==> src/rtl/aes_word_loader_if.sv <==
// Word-stream and aes_core-facing signal bundle for aes_word_loader.
// slave = the loader itself; master = the upstream word source plus the core side.
interface aes_word_loader_if;
    logic [31:0]  word_in;
    logic         word_valid_in;
    logic         word_is_key_in;
    logic         en_or_de_in;
    logic         word_ready_out;
    logic [127:0] key_out;
    logic [127:0] text_out;
    logic         en_or_de_out;
    logic         start_out;
    logic         core_done_in;
    logic         busy_out;
    logic         done_out;
    logic         timeout_out;

    modport slave (
        input  word_in, word_valid_in, word_is_key_in, en_or_de_in, core_done_in,
        output word_ready_out, key_out, text_out, en_or_de_out, start_out,
               busy_out, done_out, timeout_out
    );

    modport master (
        output word_in, word_valid_in, word_is_key_in, en_or_de_in, core_done_in,
        input  word_ready_out, key_out, text_out, en_or_de_out, start_out,
               busy_out, done_out, timeout_out
    );
endinterface

==> src/rtl/aes_word_loader.sv <==
// Assembles 32-bit key/text words into 128-bit blocks for aes_core, fires a
// one-cycle start, then waits for the core's done flag or a timeout.
module aes_word_loader #(
    parameter int unsigned TIMEOUT_CYCLES = 1023
) (
    input  logic              clk,
    input  logic              reset,
    aes_word_loader_if.slave  bus
);
    localparam int unsigned           TIMER_W    = $clog2(TIMEOUT_CYCLES + 1);
    localparam logic [TIMER_W-1:0]    TIMER_LAST = TIMER_W'(TIMEOUT_CYCLES - 1);

    typedef enum logic [1:0] {LOAD, FIRE, WAIT} state_t;

    state_t             state_reg, state_next;
    logic [127:0]       key_reg, text_reg;
    logic [1:0]         key_cnt_reg, text_cnt_reg;
    logic               key_loaded_reg, text_full_reg;
    logic               en_or_de_reg, done_reg;
    logic [TIMER_W-1:0] timer_reg;

    logic word_ready, accept, key_accept, text_accept;
    logic key_loaded_next, text_full_next;
    logic core_done, timer_expired;
    logic start, busy, timeout;

    // Extra text words stall while a full text block waits for its key.
    always_comb begin
        word_ready      = (state_reg == LOAD) && !reset
                          && !(text_full_reg && !bus.word_is_key_in);
        accept          = bus.word_valid_in && word_ready;
        key_accept      = accept && bus.word_is_key_in;
        text_accept     = accept && !bus.word_is_key_in;
        key_loaded_next = key_loaded_reg;
        text_full_next  = text_full_reg;
        if (key_accept)
            key_loaded_next = (key_cnt_reg == 2'd3);
        if (text_accept)
            text_full_next = (text_cnt_reg == 2'd3);
        core_done     = (state_reg == WAIT) && bus.core_done_in;
        timer_expired = (state_reg == WAIT) && (timer_reg == TIMER_LAST);
    end

    always_ff @(posedge clk) begin
        if (reset)
            state_reg <= LOAD;
        else
            state_reg <= state_next;
    end

    always_comb begin
        state_next = state_reg;
        start      = 1'b0;
        busy       = 1'b0;
        timeout    = 1'b0;
        case (state_reg)
            LOAD: begin
                if (accept && key_loaded_next && text_full_next)
                    state_next = FIRE;
            end
            FIRE: begin
                start      = 1'b1;
                busy       = 1'b1;
                state_next = WAIT;
            end
            WAIT: begin
                busy = 1'b1;
                // A done arriving on the last timer cycle takes priority.
                timeout = timer_expired && !core_done;
                if (core_done || timer_expired)
                    state_next = LOAD;
            end
            default: state_next = LOAD;
        endcase
    end

    always_ff @(posedge clk) begin
        if (reset) begin
            key_reg        <= '0;
            text_reg       <= '0;
            key_cnt_reg    <= '0;
            text_cnt_reg   <= '0;
            key_loaded_reg <= 1'b0;
            text_full_reg  <= 1'b0;
            en_or_de_reg   <= 1'b0;
            done_reg       <= 1'b0;
            timer_reg      <= '0;
        end else begin
            done_reg <= core_done;
            if (key_accept) begin
                key_reg        <= {key_reg[95:0], bus.word_in};
                key_cnt_reg    <= key_cnt_reg + 2'd1;
                key_loaded_reg <= key_loaded_next;
            end
            if (text_accept) begin
                text_reg      <= {text_reg[95:0], bus.word_in};
                text_cnt_reg  <= text_cnt_reg + 2'd1;
                text_full_reg <= text_full_next;
                if (text_cnt_reg == 2'd3)
                    en_or_de_reg <= bus.en_or_de_in;
            end
            if (state_reg == FIRE)
                timer_reg <= '0;
            else if (state_reg == WAIT)
                timer_reg <= timer_reg + 1'b1;
            // Leaving WAIT frees the text slot; key and output registers are kept.
            if (core_done || timer_expired) begin
                text_full_reg <= 1'b0;
                text_cnt_reg  <= 2'd0;
            end
        end
    end

    assign bus.word_ready_out = word_ready;
    assign bus.key_out        = key_reg;
    assign bus.text_out       = text_reg;
    assign bus.en_or_de_out   = en_or_de_reg;
    assign bus.start_out      = start;
    assign bus.busy_out       = busy;
    assign bus.done_out       = done_reg;
    assign bus.timeout_out    = timeout;
endmodule

==> src/flat_wrapper.sv <==
// flat-port wrapper written by rule: the top's interface ports become plain ports
module aes_word_loader_flat 
#(
    parameter int unsigned TIMEOUT_CYCLES = 1023
)
  (clk, reset, bus_word_in, bus_word_valid_in, bus_word_is_key_in, bus_en_or_de_in, bus_core_done_in, bus_word_ready_out, bus_key_out, bus_text_out, bus_en_or_de_out, bus_start_out, bus_busy_out, bus_done_out, bus_timeout_out);
  aes_word_loader_if bus_i ();
  input  logic clk;
  input  logic reset;
  input wire logic [$bits(bus_i.word_in)-1:0] bus_word_in;
  input wire logic [$bits(bus_i.word_valid_in)-1:0] bus_word_valid_in;
  input wire logic [$bits(bus_i.word_is_key_in)-1:0] bus_word_is_key_in;
  input wire logic [$bits(bus_i.en_or_de_in)-1:0] bus_en_or_de_in;
  input wire logic [$bits(bus_i.core_done_in)-1:0] bus_core_done_in;
  output wire logic [$bits(bus_i.word_ready_out)-1:0] bus_word_ready_out;
  output wire logic [$bits(bus_i.key_out)-1:0] bus_key_out;
  output wire logic [$bits(bus_i.text_out)-1:0] bus_text_out;
  output wire logic [$bits(bus_i.en_or_de_out)-1:0] bus_en_or_de_out;
  output wire logic [$bits(bus_i.start_out)-1:0] bus_start_out;
  output wire logic [$bits(bus_i.busy_out)-1:0] bus_busy_out;
  output wire logic [$bits(bus_i.done_out)-1:0] bus_done_out;
  output wire logic [$bits(bus_i.timeout_out)-1:0] bus_timeout_out;
  assign bus_i.word_in = bus_word_in;
  assign bus_i.word_valid_in = bus_word_valid_in;
  assign bus_i.word_is_key_in = bus_word_is_key_in;
  assign bus_i.en_or_de_in = bus_en_or_de_in;
  assign bus_i.core_done_in = bus_core_done_in;
  assign bus_word_ready_out = bus_i.word_ready_out;
  assign bus_key_out = bus_i.key_out;
  assign bus_text_out = bus_i.text_out;
  assign bus_en_or_de_out = bus_i.en_or_de_out;
  assign bus_start_out = bus_i.start_out;
  assign bus_busy_out = bus_i.busy_out;
  assign bus_done_out = bus_i.done_out;
  assign bus_timeout_out = bus_i.timeout_out;
  aes_word_loader #(.TIMEOUT_CYCLES(TIMEOUT_CYCLES)) u_core (.clk(clk), .reset(reset), .bus(bus_i));
endmodule
==> config.mk <==
export PLATFORM = sky130hd
export DESIGN_NAME = aes_word_loader_flat
export DESIGN_NICKNAME = d
export VERILOG_FILES = /design/src/rtl/aes_word_loader_if.sv /design/src/rtl/aes_word_loader.sv /design/src/flat_wrapper.sv
export SDC_FILE = /design/constraint.sdc
export NUM_CORES = 1
export LEC_CHECK = 0
export CAP_MARGIN = 5
export CORE_MARGIN = 2
export CORE_UTILIZATION = 50
export CTS_BUF_LIST = sky130_fd_sc_hd__clkbuf_2 sky130_fd_sc_hd__clkbuf_4 sky130_fd_sc_hd__clkbuf_8
export CTS_CLUSTER_SIZE = 30
export DETAILED_ROUTE_END_ITERATION = 12
export GPL_ROUTABILITY_DRIVEN = 1
export PLACE_DENSITY = 0.95
export SYNTH_ARGS = -nofsm -noshare
export SYNTH_HDL_FRONTEND = slang
export SYNTH_SLANG_ARGS = --single-unit
==> constraint.sdc <==
create_clock -name clk -period 4.63 [get_ports clk]
set_clock_uncertainty 0.05 [all_clocks]
set_input_delay 0.926 -clock clk [delete_from_list [all_inputs] [get_ports clk]]
set_output_delay 0.926 -clock clk [all_outputs]
set_load 0.02 [all_outputs]
# Word level (Yosys, flattened, before mapping)
# Cells that the tools add are included.
classes:
  addsub: 3
  eq_ne: 7
  mux: 8
  reduce_logical: 22
op_table:
  columns: ["cell", "n"]
  rows:
  - ["1-bit logical AND", 11]
  - ["10-bit by 1-bit adder with 10-bit output (second input constant)", 1]
  - ["10-bit == test (second input constant)", 1]
  - ["2-bit == test (second input constant)", 3]
  - ["2-bit case mux with 3 select lines", 1]
  - ["2-bit OR reduction", 3]
  - ["1-bit two-way mux", 5]
  - ["2-bit by 1-bit adder with 2-bit output (second input constant)", 2]
  - ["1-bit logical NOT", 4]
  - ["2-bit two-way mux", 2]
  - ["2-bit inequality test (second input constant)", 2]
  - ["2-bit AND reduction", 2]
  - ["2-bit by 1-bit == test with 1-bit output (second input constant)", 1]
  - ["2-bit logical NOT", 1]
  - ["1-bit logical OR", 1]
totals:
  reg_bits: 276
  in_bits: 38
  output_inout_bits: 262
  elab_cells: 50

# Depth between registers and ports, before layout
logic_depth:
  word_depth: 11
  mapped_depth: 9
  mapped_depth_nobuf: 7

# Least setup slack after synthesis
# Ideal clock, no wire load.
synth_timing:
  path_type: "input -> output"
  startpoint: "in reset"
  endpoint: "out bus_word_ready_out"
  arrival_ns: 1.795
  t_required_ns: 3.654
  path_slack_ns: 1.859
  stages: 3
  path_cell_list: "buf_2 clkbuf_1 nor3b_1"
synth_between:
  elab_chain_cells: 3
synth_lines:
  columns: ["element", "line_no", "text"]
  rows:
  - ["start, declared", "flat_wrapper.sv:9", "input logic reset;"]
  - ["1-bit logical NOT", "aes_word_loader.sv:29", "word_ready = (state_reg == LOAD) && !reset"]
  - ["1-bit logical AND", "aes_word_loader.sv:29", null]
  - ["1-bit logical AND", "aes_word_loader.sv:30", "&& !(text_full_reg && !bus.word_is_key_in);"]
  - ["end, declared", "flat_wrapper.sv:15", "output wire logic [$bits(bus_i.word_ready_out)-1:0] bus_word_ready_out;"]
# No other way between the ends.

# Final worst setup path
layout_timing:
  startpoint: "reg u_core.state_reg[0]"
  endpoint: "out bus_timeout_out"
layout_between:
  elab_chain_cells: 5
  elab_cells_between_ends: 6
  cone_classes: "eq/ne (1); mux (1); reduce/logical (4)"
layout_lines:
  columns: ["element", "line_no", "text"]
  rows:
  - ["start, declared", "aes_word_loader.sv:15", "state_t state_reg, state_next;"]
  - ["start signal, assigned", "aes_word_loader.sv:48", "state_reg <= state_next;"]
  - ["2-bit == test (*)", "aes_word_loader.sv:40, aes_word_loader.sv:41, aes_word_loader.sv:56", null]
  - ["1-bit logical AND", "aes_word_loader.sv:40", "core_done = (state_reg == WAIT) && bus.core_done_in;"]
  - ["1-bit logical NOT", "aes_word_loader.sv:69", "timeout = timer_expired && !core_done;"]
  - ["1-bit logical AND", "aes_word_loader.sv:69", null]
  - ["1-bit two-way mux (*)", "aes_word_loader.sv:56", "case (state_reg)"]
  - ["end, declared", "flat_wrapper.sv:22", "output wire logic [$bits(bus_i.timeout_out)-1:0] bus_timeout_out;"]
# Every way passes the cells marked *; elsewhere a longest branch is shown, timed or not.

==> impl_results.md <==
- Syn Inst Count: 1223
- Number of diodes: 0
- GP Congestion: 0.851
- Setup CP Type: reg2out
- Number of synthesized flops with an enable pin: 0
- DR WL/cell: 15.5 um
- Initial drt markers: 413
- Tmin final: 3.72 ns
- Reg2reg path depth: 7
- Maxcap violations: 0
- Grt ovf: 0
- HP Start: u_core.bus.text_out[127]
- H-tree depth: 2
- Dominant synthesized flop cell: dfxtp_1
- Syn Area/Cell: 8.00 um^2
- RSZ-0062 raised after global routing: no
- Hold Path Class: reg2reg
- Slew @ Worst Pin: 1.06 ns
- Worst-path clk slew: 0.06 ns
- Remaining DRCs: 0
- First-pass GRT wire length: 41700 um
- Io pins: 300
- Crit path buffers/inverters: 2
- GRT Util Overall: 25.0%
- Largest net degree at the start of global routing: 133
- Outcome: complete, no violations
- Power Dens Cells: 348 nW/um^2
- Initial antenna violation count: 0
- CTS resizes: 0
- Drt via density: 5.10
- CTS tree: built
- Synth Warn #: 0
- Worst R2R Setup Slack: 2.03 ns
- Vias in the first global route: 8654
- Crit Path Max Fanout: 10
- Num CTS Buffers: 45
- Share of cells above drive strength 1: 6.25%
- Fraction of registers with async set/reset: 0%
- Setup crit end kind: output pin
- Worst reg2reg startpoint: u_core.state_reg[0]
- CORE AREA: 19300 um^2
- Worst EP required: 3.65 ns
- Cell Area, Synth: 9790 um^2
- Initial Util: 50.6%
- Seq/Total Area, Yosys: 56.4%
- DPL Wire Length: 18300 um
- Syn_nets: 1269
- Pins over their slew limit: 0
- Die span in y: 144 um
- Deepest clock path buffer count: 3
- FILL cells: 1388
- Drt pass-1 iters: 5
- Share of the synthesized area in the top cell type: 56.4%
- Synth area leaders: dfxtp_1 56%, nand2_1 20%, a21oi_1 14%, buf_2 1.6%, clkbuf_1 1.4%
- Reg area: 5530 um^2
- Peak VDD IR: 0.000256 V
- Vias: 9105
- Area leader, netlist: dfxtp_1
- CP max stage cell: clkdlybuf4s50_1
- Area growth from synthesis to layout: 39.5%
- Clock root buffer: clkbuf_8
- Worst Setup Start Kind: flop
- Yosys reg bits: 276
- Slew HR: 29.6%
- Crit path largest cell delay: 0.62 ns
- Area of the multi-input gates: 3770 um^2
- Final wirelength: 27700 um
- Hold path cells: 2
- Sum Neg Setup Slack: 0 ns
- Non-Filler Instances: 1786
- Number of instances in the placed design: 1708
- Hold-fix buffers, CTS: 0
- Core Util, Final: 70.6%
- Worst Setup SP: u_core.state_reg[0]
- Max Clk Rate: 269 MHz
- # nets final: 1536
- Critical path data arrival time: 2.74 ns
- CP top delay family: buffers and inverters
- Crit share post-route: 80.3%
- Num rows: 51
- Crit path cell chain: inv_1 -> ha_1 -> nand3_1 -> nor2_1 -> nand4_1 -> a21oi_1 -> clkdlybuf4s50_1
- Final Hold Viols: 0
- CTS sink count: 276
- Leakage: 0.00453 uW
- Die Area: 20700 um^2
- Chip width: 144 um
- Endpoints failing setup: 0
- Hold Path End: u_core.bus.text_out[127]
- Setup Fix Bufs, Post-CTS: 0
- Routed Antenna Nets: 0
- R2R Path End: u_core.bus.text_out[10]
- Worst-skew pair later-pin latency: 0.53 ns
- Buffers on Ports: 299
- Synth cell types: 31
-- synthesized netlist by cell type (2+ instances only) --
master    instances
nand2_1         524
dfxtp_1         276
a21oi_1         265
clkbuf_1         36
buf_2            32
nor2_1           13
buf_4            11
buf_6            10
ha_1              8
inv_1             5
nand3_1           5
nand2b_1          4
nand4_1           4
or3_1             4
xnor2_1           4
xor2_1            4
o21ai_0           3
mux2i_1           2
-- metrics by stage --
step	power [uW]	instance area, um^2	hold WS [ns]	setup WS (ns)
final	4750	13700	0.404	0.914
after global routing	4920	13700	0.422	0.793
after CTS	4790	13700	0.404	0.957
after floorplan	2610	9790	0.387	1.86
after global placement	2720	12800	0.391	1.19
after detailed placement	2720	12800	0.396	1.20
-- cell type report --
type                       count  share of cell area (%)
clock buffer                  72                    6.34
clock inverter                 6                   0.238
inverter                       5                   0.137
multi-input combinational    853                    27.6
sequential                   276                    40.5
tap                          265                    2.43
timing repair buffer         309                    22.8
-- cell families (layout without fill, tap and decap cells) --
family,count (synthesis),count (layout),share of synthesized area [%]
AND/OR/NAND/NOR,563,563,22.4
flip-flops,276,276,56.4
multiplexers,2,2,0.205
buffers and inverters,94,392,5.20
adder cells (fa/ha/maj),8,8,1.02
XOR/XNOR,8,8,0.716
AO/OA/AOI/OAI,272,272,14.0
-- power by group --
group          switching (uW)  internal, uW  total (uW)
clock                     900          1180        2080
sequential               19.8          2400        2420
combinational             164          92.0         256
total                    1080          3670        4750
-- worst reg2reg max path: cells and delay by family (launching register included) --
| kind | cells | cell delay (ns) |
|---|---|---|
| buffers and inverters | 2 | 0.84 |
| and+or+nand+nor | 3 | 0.80 |
| DFF | 1 | 0.37 |
| adders and majority gates | 1 | 0.27 |
| AOI/OAI and AO/OA | 1 | 0.21 |
-- per-layer routing --
layer  global-route usage (%)  vias to the layer above  part of all wire (%)
met1                     26.9                     4213                    37
met4                     11.0                        0                   3.7
met5                        0                        -                     0
li1                         -                     4469                     -
met3                     9.46                       81                   9.1
met2                     43.7                      342                    50
-- worst max path at each step --
stage	endpoint	slack, ns	cells after the start
floorplan	bus_word_ready_out	1.86	3
global placement	bus_word_ready_out	1.19	4
detailed placement	bus_word_ready_out	1.20	4
CTS	bus_timeout_out	0.96	7
global route	bus_timeout_out	0.79	7
finish	bus_timeout_out	0.91	7
-- placed cells by master, fill, tap and decap left out, types with 2 or more instances in the layout --
cell and instances:
inv_1 5, o21ai_0 3, a21oi_1 265, ha_1 8, clkdlybuf4s50_1 298, clkbuf_4 20
nor2_1 13, nand3_1 5, dfxtp_1 276, mux2i_1 2, nand2b_1 4, buf_4 7
buf_12 3, clkbuf_8 53, nand4_1 4, nand2_1 524, clkinv_2 5, xor2_1 4
xnor2_1 4, or3_1 3
No activity file was read; power rests on OpenSTA's default activity.
